`src/rtl/fifo_pack_pkg.sv`:
```
// Shared definitions for the FIFO nibble packer: FSM state encoding and
// default geometry.
package fifo_pack_pkg;

    typedef enum logic [1:0] {
        S_LO  = 2'd0,
        S_HI  = 2'd1,
        S_OUT = 2'd2
    } pack_state_t;

    localparam int DEF_DATA_WIDTH = 4;
    localparam int DEF_TIMEOUT    = 8;
    localparam int TIMER_W        = 8;

endpackage

```
`src/rtl/fifo_nibble_packer_if.sv`:
```
// Upstream FIFO read port plus downstream packed-word port of the nibble
// packer. master = packer side, slave = FIFO/consumer side.
interface fifo_nibble_packer_if #(
    parameter int DATA_WIDTH = fifo_pack_pkg::DEF_DATA_WIDTH
);
    logic                      fifo_empty;
    logic                      fifo_rd_en;
    logic [DATA_WIDTH-1:0]     fifo_data;
    logic [2*DATA_WIDTH-1:0]   out_data;
    logic                      out_valid;
    logic                      out_ready;
    logic                      out_partial;
    logic                      busy;

    modport master (
        input  fifo_empty, fifo_data, out_ready,
        output fifo_rd_en, out_data, out_valid, out_partial, busy
    );

    modport slave (
        output fifo_empty, fifo_data, out_ready,
        input  fifo_rd_en, out_data, out_valid, out_partial, busy
    );
endinterface

```
`src/rtl/pack_idle_timer.sv`:
```
// Saturating idle counter: counts idle cycles while waiting for the second
// nibble and flags when TIMEOUT of them have elapsed.
module pack_idle_timer
    import fifo_pack_pkg::*;
#(
    parameter int TIMEOUT = DEF_TIMEOUT
) (
    input  logic clk,
    input  logic rst,
    input  logic clear,
    input  logic inc,
    output logic expired
);
    localparam logic [TIMER_W-1:0] LIMIT = TIMER_W'(TIMEOUT);

    logic [TIMER_W-1:0] count_q;

    // Holding at LIMIT keeps the counter from ever wrapping.
    always_ff @(posedge clk) begin
        if (rst || clear) begin
            count_q <= '0;
        end else if (inc && (count_q < LIMIT)) begin
            count_q <= count_q + TIMER_W'(1);
        end
    end

    assign expired = (count_q >= LIMIT);
endmodule

```
`src/rtl/fifo_nibble_packer.sv`:
```
// Reads nibbles from an upstream FIFO and packs pairs into words, first
// nibble in the low half; a lone nibble is flushed zero-padded after TIMEOUT.
module fifo_nibble_packer
    import fifo_pack_pkg::*;
#(
    parameter int DATA_WIDTH = DEF_DATA_WIDTH,
    parameter int TIMEOUT    = DEF_TIMEOUT
) (
    input  logic                  clk,
    input  logic                  rst,
    fifo_nibble_packer_if.master  bus
);
    pack_state_t           state_q, state_d;
    logic                  pend_q;
    logic [DATA_WIDTH-1:0] lo_q, lo_d;
    logic [DATA_WIDTH-1:0] hi_q, hi_d;
    logic                  partial_q, partial_d;
    logic                  rd_en;
    logic                  t_clear, t_inc, t_expired;

    // Only one read in flight: the returned nibble must land before the next.
    assign rd_en = ((state_q == S_LO) || (state_q == S_HI)) &&
                   !bus.fifo_empty && !pend_q && !rst;

    pack_idle_timer #(
        .TIMEOUT (TIMEOUT)
    ) u_idle_timer (
        .clk     (clk),
        .rst     (rst),
        .clear   (t_clear),
        .inc     (t_inc),
        .expired (t_expired)
    );

    always_comb begin
        state_d   = state_q;
        lo_d      = lo_q;
        hi_d      = hi_q;
        partial_d = partial_q;
        t_clear   = rd_en;
        t_inc     = 1'b0;
        case (state_q)
            S_LO: begin
                if (pend_q) begin
                    lo_d    = bus.fifo_data;
                    t_clear = 1'b1;
                    state_d = S_HI;
                end
            end
            S_HI: begin
                if (pend_q) begin
                    hi_d      = bus.fifo_data;
                    partial_d = 1'b0;
                    state_d   = S_OUT;
                end else if (!rd_en) begin
                    // A read issued in the expiry cycle takes precedence over the flush.
                    if (t_expired) begin
                        hi_d      = '0;
                        partial_d = 1'b1;
                        state_d   = S_OUT;
                    end else begin
                        t_inc = 1'b1;
                    end
                end
            end
            S_OUT: begin
                if (bus.out_ready) begin
                    state_d = S_LO;
                end
            end
            default: state_d = S_LO;
        endcase
    end

    always_ff @(posedge clk) begin
        if (rst) begin
            state_q   <= S_LO;
            pend_q    <= 1'b0;
            lo_q      <= '0;
            hi_q      <= '0;
            partial_q <= 1'b0;
        end else begin
            state_q   <= state_d;
            pend_q    <= rd_en;
            lo_q      <= lo_d;
            hi_q      <= hi_d;
            partial_q <= partial_d;
        end
    end

    // Outputs are forced low during the reset cycle itself, not just after it.
    assign bus.fifo_rd_en  = rd_en;
    assign bus.out_valid   = (state_q == S_OUT) && !rst;
    assign bus.out_partial = partial_q && !rst;
    assign bus.out_data    = rst ? '0 : {hi_q, lo_q};
    assign bus.busy        = ((state_q != S_LO) || pend_q) && !rst;
endmodule
```
`src/flat_wrapper.sv`:
```
// flat-port wrapper written by rule: the top's interface ports become plain ports
module fifo_nibble_packer_flat import fifo_pack_pkg::*;
#(
    parameter int DATA_WIDTH = DEF_DATA_WIDTH,
    parameter int TIMEOUT    = DEF_TIMEOUT
)
  (clk, rst, bus_fifo_empty, bus_fifo_data, bus_out_ready, bus_fifo_rd_en, bus_out_data, bus_out_valid, bus_out_partial, bus_busy);
  fifo_nibble_packer_if #(.DATA_WIDTH(DATA_WIDTH)) bus_i ();
  input  logic clk;
  input  logic rst;
  input wire logic [$bits(bus_i.fifo_empty)-1:0] bus_fifo_empty;
  input wire logic [$bits(bus_i.fifo_data)-1:0] bus_fifo_data;
  input wire logic [$bits(bus_i.out_ready)-1:0] bus_out_ready;
  output wire logic [$bits(bus_i.fifo_rd_en)-1:0] bus_fifo_rd_en;
  output wire logic [$bits(bus_i.out_data)-1:0] bus_out_data;
  output wire logic [$bits(bus_i.out_valid)-1:0] bus_out_valid;
  output wire logic [$bits(bus_i.out_partial)-1:0] bus_out_partial;
  output wire logic [$bits(bus_i.busy)-1:0] bus_busy;
  assign bus_i.fifo_empty = bus_fifo_empty;
  assign bus_i.fifo_data = bus_fifo_data;
  assign bus_i.out_ready = bus_out_ready;
  assign bus_fifo_rd_en = bus_i.fifo_rd_en;
  assign bus_out_data = bus_i.out_data;
  assign bus_out_valid = bus_i.out_valid;
  assign bus_out_partial = bus_i.out_partial;
  assign bus_busy = bus_i.busy;
  fifo_nibble_packer #(.DATA_WIDTH(DATA_WIDTH), .TIMEOUT(TIMEOUT)) u_core (.clk(clk), .rst(rst), .bus(bus_i));
endmodule
```
`config.mk`:
```
export PLATFORM = sky130hd
export DESIGN_NAME = fifo_nibble_packer_flat
export DESIGN_NICKNAME = d
export VERILOG_FILES = /design/src/rtl/fifo_pack_pkg.sv /design/src/rtl/fifo_nibble_packer_if.sv /design/src/rtl/pack_idle_timer.sv /design/src/rtl/fifo_nibble_packer.sv /design/src/flat_wrapper.sv
export SDC_FILE = /design/constraint.sdc
export NUM_CORES = 1
export LEC_CHECK = 0
export ABC_CLOCK_PERIOD_IN_PS = 2300
export BUFFER_PORTS_ARGS = -buffer_cell sky130_fd_sc_hd__buf_2
export CORE_MARGIN = 2
export CORE_UTILIZATION = 55
export CTS_BUF_LIST = sky130_fd_sc_hd__clkbuf_16
export CTS_CLUSTER_SIZE = 30
export DETAILED_ROUTE_END_ITERATION = 8
export PLACE_DENSITY = 0.82
export SLEW_MARGIN = 20
export SYNTH_ARGS = -nofsm -noshare
export SYNTH_HDL_FRONTEND = slang
export SYNTH_SLANG_ARGS = --single-unit
```
`constraint.sdc`:
```
create_clock -name clk -period 2.3 [get_ports clk]
set_input_delay 0.46 -clock clk [delete_from_list [all_inputs] [get_ports clk]]
set_output_delay 0.46 -clock clk [all_outputs]
set_load 0.005 [all_outputs]
```
# Word level (Yosys, flattened, before mapping)
# Index checks and enable logic that the tools add are counted.
# word_totals
reg_bits	20
in_bits	8
out_inout_bits	12
word_cells	54
# op_classes
n_addsub	1
n_lt_le_gt_ge	2
n_eq_ne	7
mux	19
n_reduce_logical	19
# ops
op	count
2-to-1 mux 4 bit	3
2-to-1 mux 2 bit	5
2-to-1 mux 1 bit	9
adder 8 x 1 -> 8 bit (second input constant)	1
greater-or-equal comparator 8 x 4 -> 1 bit (second input constant)	1
less-than comparator 8 x 4 -> 1 bit (second input constant)	1
2-to-1 mux 8 bit	1
logical AND 1 bit	7
case mux 2 bit (3 select lines)	1
!= test 2 x 1 -> 1 bit (second input constant)	2
AND reduction 4 bit	1
nonzero test 2 bit	2
logical NOT 1 bit	3
logical OR 1 bit	3
!= test 3 x 1 -> 1 bit (second input constant)	1
!= test 3 x 2 -> 1 bit (second input constant)	1
AND reduction 3 bit	1
== test 2 x 1 -> 1 bit (second input constant)	1
== test 2 bit (second input constant)	1
logical NOT 2 bit	1
!= test 2 bit (second input constant)	1
AND reduction 2 bit	1

# Depth between registers and ports, before layout
# logic_depth
depth_word	9
ltp_mapped	5
ltp_nobuf	4

# By module
# A second synthesis with hierarchy kept.
# unflattened
cells_unflattened	99
area_unflattened_um2	888.4
# modules_own_cells
mod	instances	cells_per_inst	area_each_um2	seq_area_each_um2
fifo_nibble_packer	1	64	554.3	240.2
pack_idle_timer	1	35	334.1	160.2

# Worst setup path after synthesis
# OpenSTA, ideal clock, no wires.
# synth_timing
path_kind	input -> output
from	in rst
to	out bus_fifo_rd_en
arrival_time_ns	1.002
required_time_ns	1.840
setup_slack_ns	0.838
cell_stages	3
cell_sequence	buf_6 buf_6 nor4_1
# synth_via
elab_chain_len	2
# synth_rtl
element	line_no	source
start, declared	flat_wrapper.sv:10	input logic rst;
logical NOT 1 bit	fifo_nibble_packer.sv:23	!bus.fifo_empty && !pend_q && !rst;
logical AND 1 bit	fifo_nibble_packer.sv:23	
end, declared	flat_wrapper.sv:14	output wire logic [$bits(bus_i.fifo_rd_en)-1:0] bus_fifo_rd_en;
# Every way passes these cells.

# Final worst setup path
# layout_timing
from	in rst
to	out bus_out_data[6]
# layout_via
elab_chain_len	1
# layout_rtl
element	line_no	source
2-to-1 mux 8 bit	fifo_nibble_packer.sv:95	assign bus.out_data = rst ? '0 : {hi_q, lo_q};
end, declared	flat_wrapper.sv:15	output wire logic [$bits(bus_i.out_data)-1:0] bus_out_data;
# Every way passes these cells.

==> impl_metrics.tcl <==
set metrics [dict create \
    period_minus_slack_ns 1.61 \
    ant_nets 0 \
    place_area_sq_um 1000 \
    r2r_end "u_core.partial_q" \
    final-setup-viol-count 0 \
    cpPeakStageDelay_ns 0.33 \
    rr_worst_depth 4 \
    cts_setup_buffers 0 \
    leakage_nw 0.482 \
    antenna_cells 0 \
    die_x_um 44.8 \
    drive_gt1_share_pct 22.9 \
    r2r_setup_slack_ns 0.70 \
    numClockSinks 20 \
    cp_common_cell "buf_2" \
    total_power_uw 768 \
    grtUsageMet3_pct 3.60 \
    ys.warnings.count 0 \
    mostFrequentLayoutCells "dfxtp_1 (20), buf_2 (19), nor2_1 (15)" \
    core_sq_um 1540 \
    final_nets 130 \
    setup.worst_path.start_class "input pin" \
    path_class "in2out" \
    cts-root-buf "clkbuf_16" \
    end_kind "primary output" \
    syn_area_sq_um 915 \
    met2_usage_pct 30.1 \
    ioPinCount 20 \
    place_congestion 0.747 \
    relSlewSlack_pct 62.2 \
    syn_inst 99 \
    syn_avg_cell_area_sq_um 9.24 \
    powerDensity_nw_per_um2 714 \
    cts_buffer_depth 2 \
    finalCritPeriodShare_pct 70.0 \
    num_vias 711 \
    clkSlewWorstSetupHoldPaths_ns 0.05 \
    grt_pass1_vias 642 \
    worstHoldPathCells 2 \
    viasPerCell 5.31 \
    htreeDepth 1 \
    port_buffers 19 \
    status "complete, no violations" \
    start_util_pct 59.3 \
    tightest_slew_ns 0.566 \
    cts_buffers 3 \
    skew_ns 0.00259 \
    cp.depth 4 \
    die_area_sq_um 2010 \
    synth_seq_cells 20 \
    cp.arrival_ns 1.15 \
    fp.dieH_um 44.8 \
    dpl.hpwl_um 1110 \
    cp_slowest_cell "buf_2" \
    setup_slack_ns 0.691 \
    slew_viol_final 0 \
    final_common_cell "dfxtp_1" \
    final_cell_area_sq_um 1070 \
    ys_types 24 \
    hold_class "in2reg" \
    drt_iter0_drc 11 \
    pre_cts_ws_ns 0.458 \
    num_rows 14 \
    critical_path_buf_inv_count 3 \
    crit_start "rst" \
    ir_drop_mv 0.436 \
    grt_use_total_pct 18.6 \
    wl_per_cell_um 12.4 \
    final.setup.tns_ns 0 \
    drtPass1Iterations 4 \
    seq_area_frac_synth_pct 43.8 \
    cap_viol_max_count 0 \
    postCtsHoldBufs 0 \
    syn_nets 109 \
    area_growth_pct 17.5 \
    grt_pass1_wl_um 2710 \
    wl_um 1660 \
    cp_cell_sequence "buf_2 > nand2b_1 > inv_1 > buf_2" \
    critPathTopFamily "buffers and inverters" \
    drc 0 \
    antenna_found_initial 0 \
    clock.fmax_mhz 621 \
    utilization_pct 69.7 \
    grt_max_degree 25 \
    grt_busiest_layer "met2" \
    rsz0062_at_grt "false" \
    cp_max_fo 24 \
    crit_required_ns 1.84 \
    cp-endpoint "bus_out_data[6]" \
    hold_violations 0 \
    r2r-start "u_core.pend_q" \
    clk_latency_ns 0.25 \
    ctsResizeCount 0 \
    met1_usage_pct 23.9 \
    cts_tree "built" \
    grt_overflow_total 0 \
]
==> cell families (layout without fill, tap and decap cells) <==
group / Yosys count / count (layout) / share of synthesized area, %
muxes: 6 / 6 / 6.57
AOI/OAI and AO/OA: 11 / 11 / 7.39
adders and majority gates: 2 / 2 / 2.74
DFF: 20 / 20 / 43.8
buffers and inverters: 12 / 31 / 7.39
xor gates and xnor gates: 1 / 1 / 0.958
and+or+nand+nor: 47 / 47 / 31.2
==> registers in the layout (all words and copies together), names as in the netlist <==
name,flops
u_core.pend_q,1
u_core.partial_q,1
u_core.state_q,2
u_core.u_idle_timer.count_q,8
u_core.lo_q,4
u_core.hi_q,4
==> power breakdown <==
| part | internal (mW) | total [mW] | leakage (nW) | switching [mW] |
|---|---|---|---|---|
| combinational | 0.0277 | 0.0585 | 0.283 | 0.0308 |
| clock | 0.229 | 0.347 | 0.0370 | 0.118 |
| sequential | 0.354 | 0.362 | 0.162 | 0.00795 |
| total | 0.611 | 0.768 | 0.482 | 0.157 |
==> through the flow <==
step	cells	hold WS [ns]
CTS	134	0.434
finish	134	0.438
global route	134	0.445
global placement	131	0.450
detailed placement	131	0.464
floorplan	99	0.441
==> area by class of cell <==
class | instances | area, sq um
flip-flops and latches | 20 | 400
fillers | 122 | 467
repair buffers | 20 | 103
inverters | 8 | 30.0
clock buffers | 3 | 75.1
well taps | 16 | 20.0
multi-input cells | 67 | 447
==> synthesized netlist by cell type <==
cell / number / share of area [%]
ha_1: 2 / 2.7
inv_1: 8 / 3.3
nor3_1: 3 / 1.6
nor3b_1: 2 / 1.6
a211oi_2: 1 / 1.4
mux2i_1: 6 / 6.6
nor4_4: 1 / 2.3
xnor2_1: 1 / 0.96
o21ai_0: 6 / 3.3
or3_1: 1 / 0.68
dfxtp_1: 20 / 44
buf_4: 2 / 1.6
nor2b_1: 5 / 3.4
or2_2: 1 / 0.68
nand2b_1: 5 / 3.4
nand3_1: 5 / 2.7
o21a_1: 1 / 0.82
nand4bb_4: 1 / 3.0
a211oi_1: 1 / 0.82
a21oi_1: 2 / 1.1
and2_1: 5 / 3.4
nor2_1: 15 / 6.2
nor4_1: 3 / 2.1
buf_6: 2 / 2.5
==> per-layer routing <==
metal / routed length [um] / part of all wire, %
met3: 75 / 4.5
met2: 797 / 48
met5: 0 / 0
met4: 12 / 0.72
met1: 775 / 47
==> worst min path at each step <==
stage	endpoint	slack, ns	start
after detailed placement	u_core.u_idle_timer.count_q[3]	0.46	u_core.u_idle_timer.count_q[3]
after floorplan	u_core.u_idle_timer.count_q[3]	0.44	u_core.u_idle_timer.count_q[3]
after global routing	u_core.pend_q	0.45	bus_fifo_empty
after global placement	u_core.u_idle_timer.count_q[3]	0.45	u_core.u_idle_timer.count_q[3]
final	u_core.pend_q	0.44	bus_fifo_empty
after CTS	u_core.pend_q	0.43	bus_fifo_empty
(Power assumes the default switching activity.)
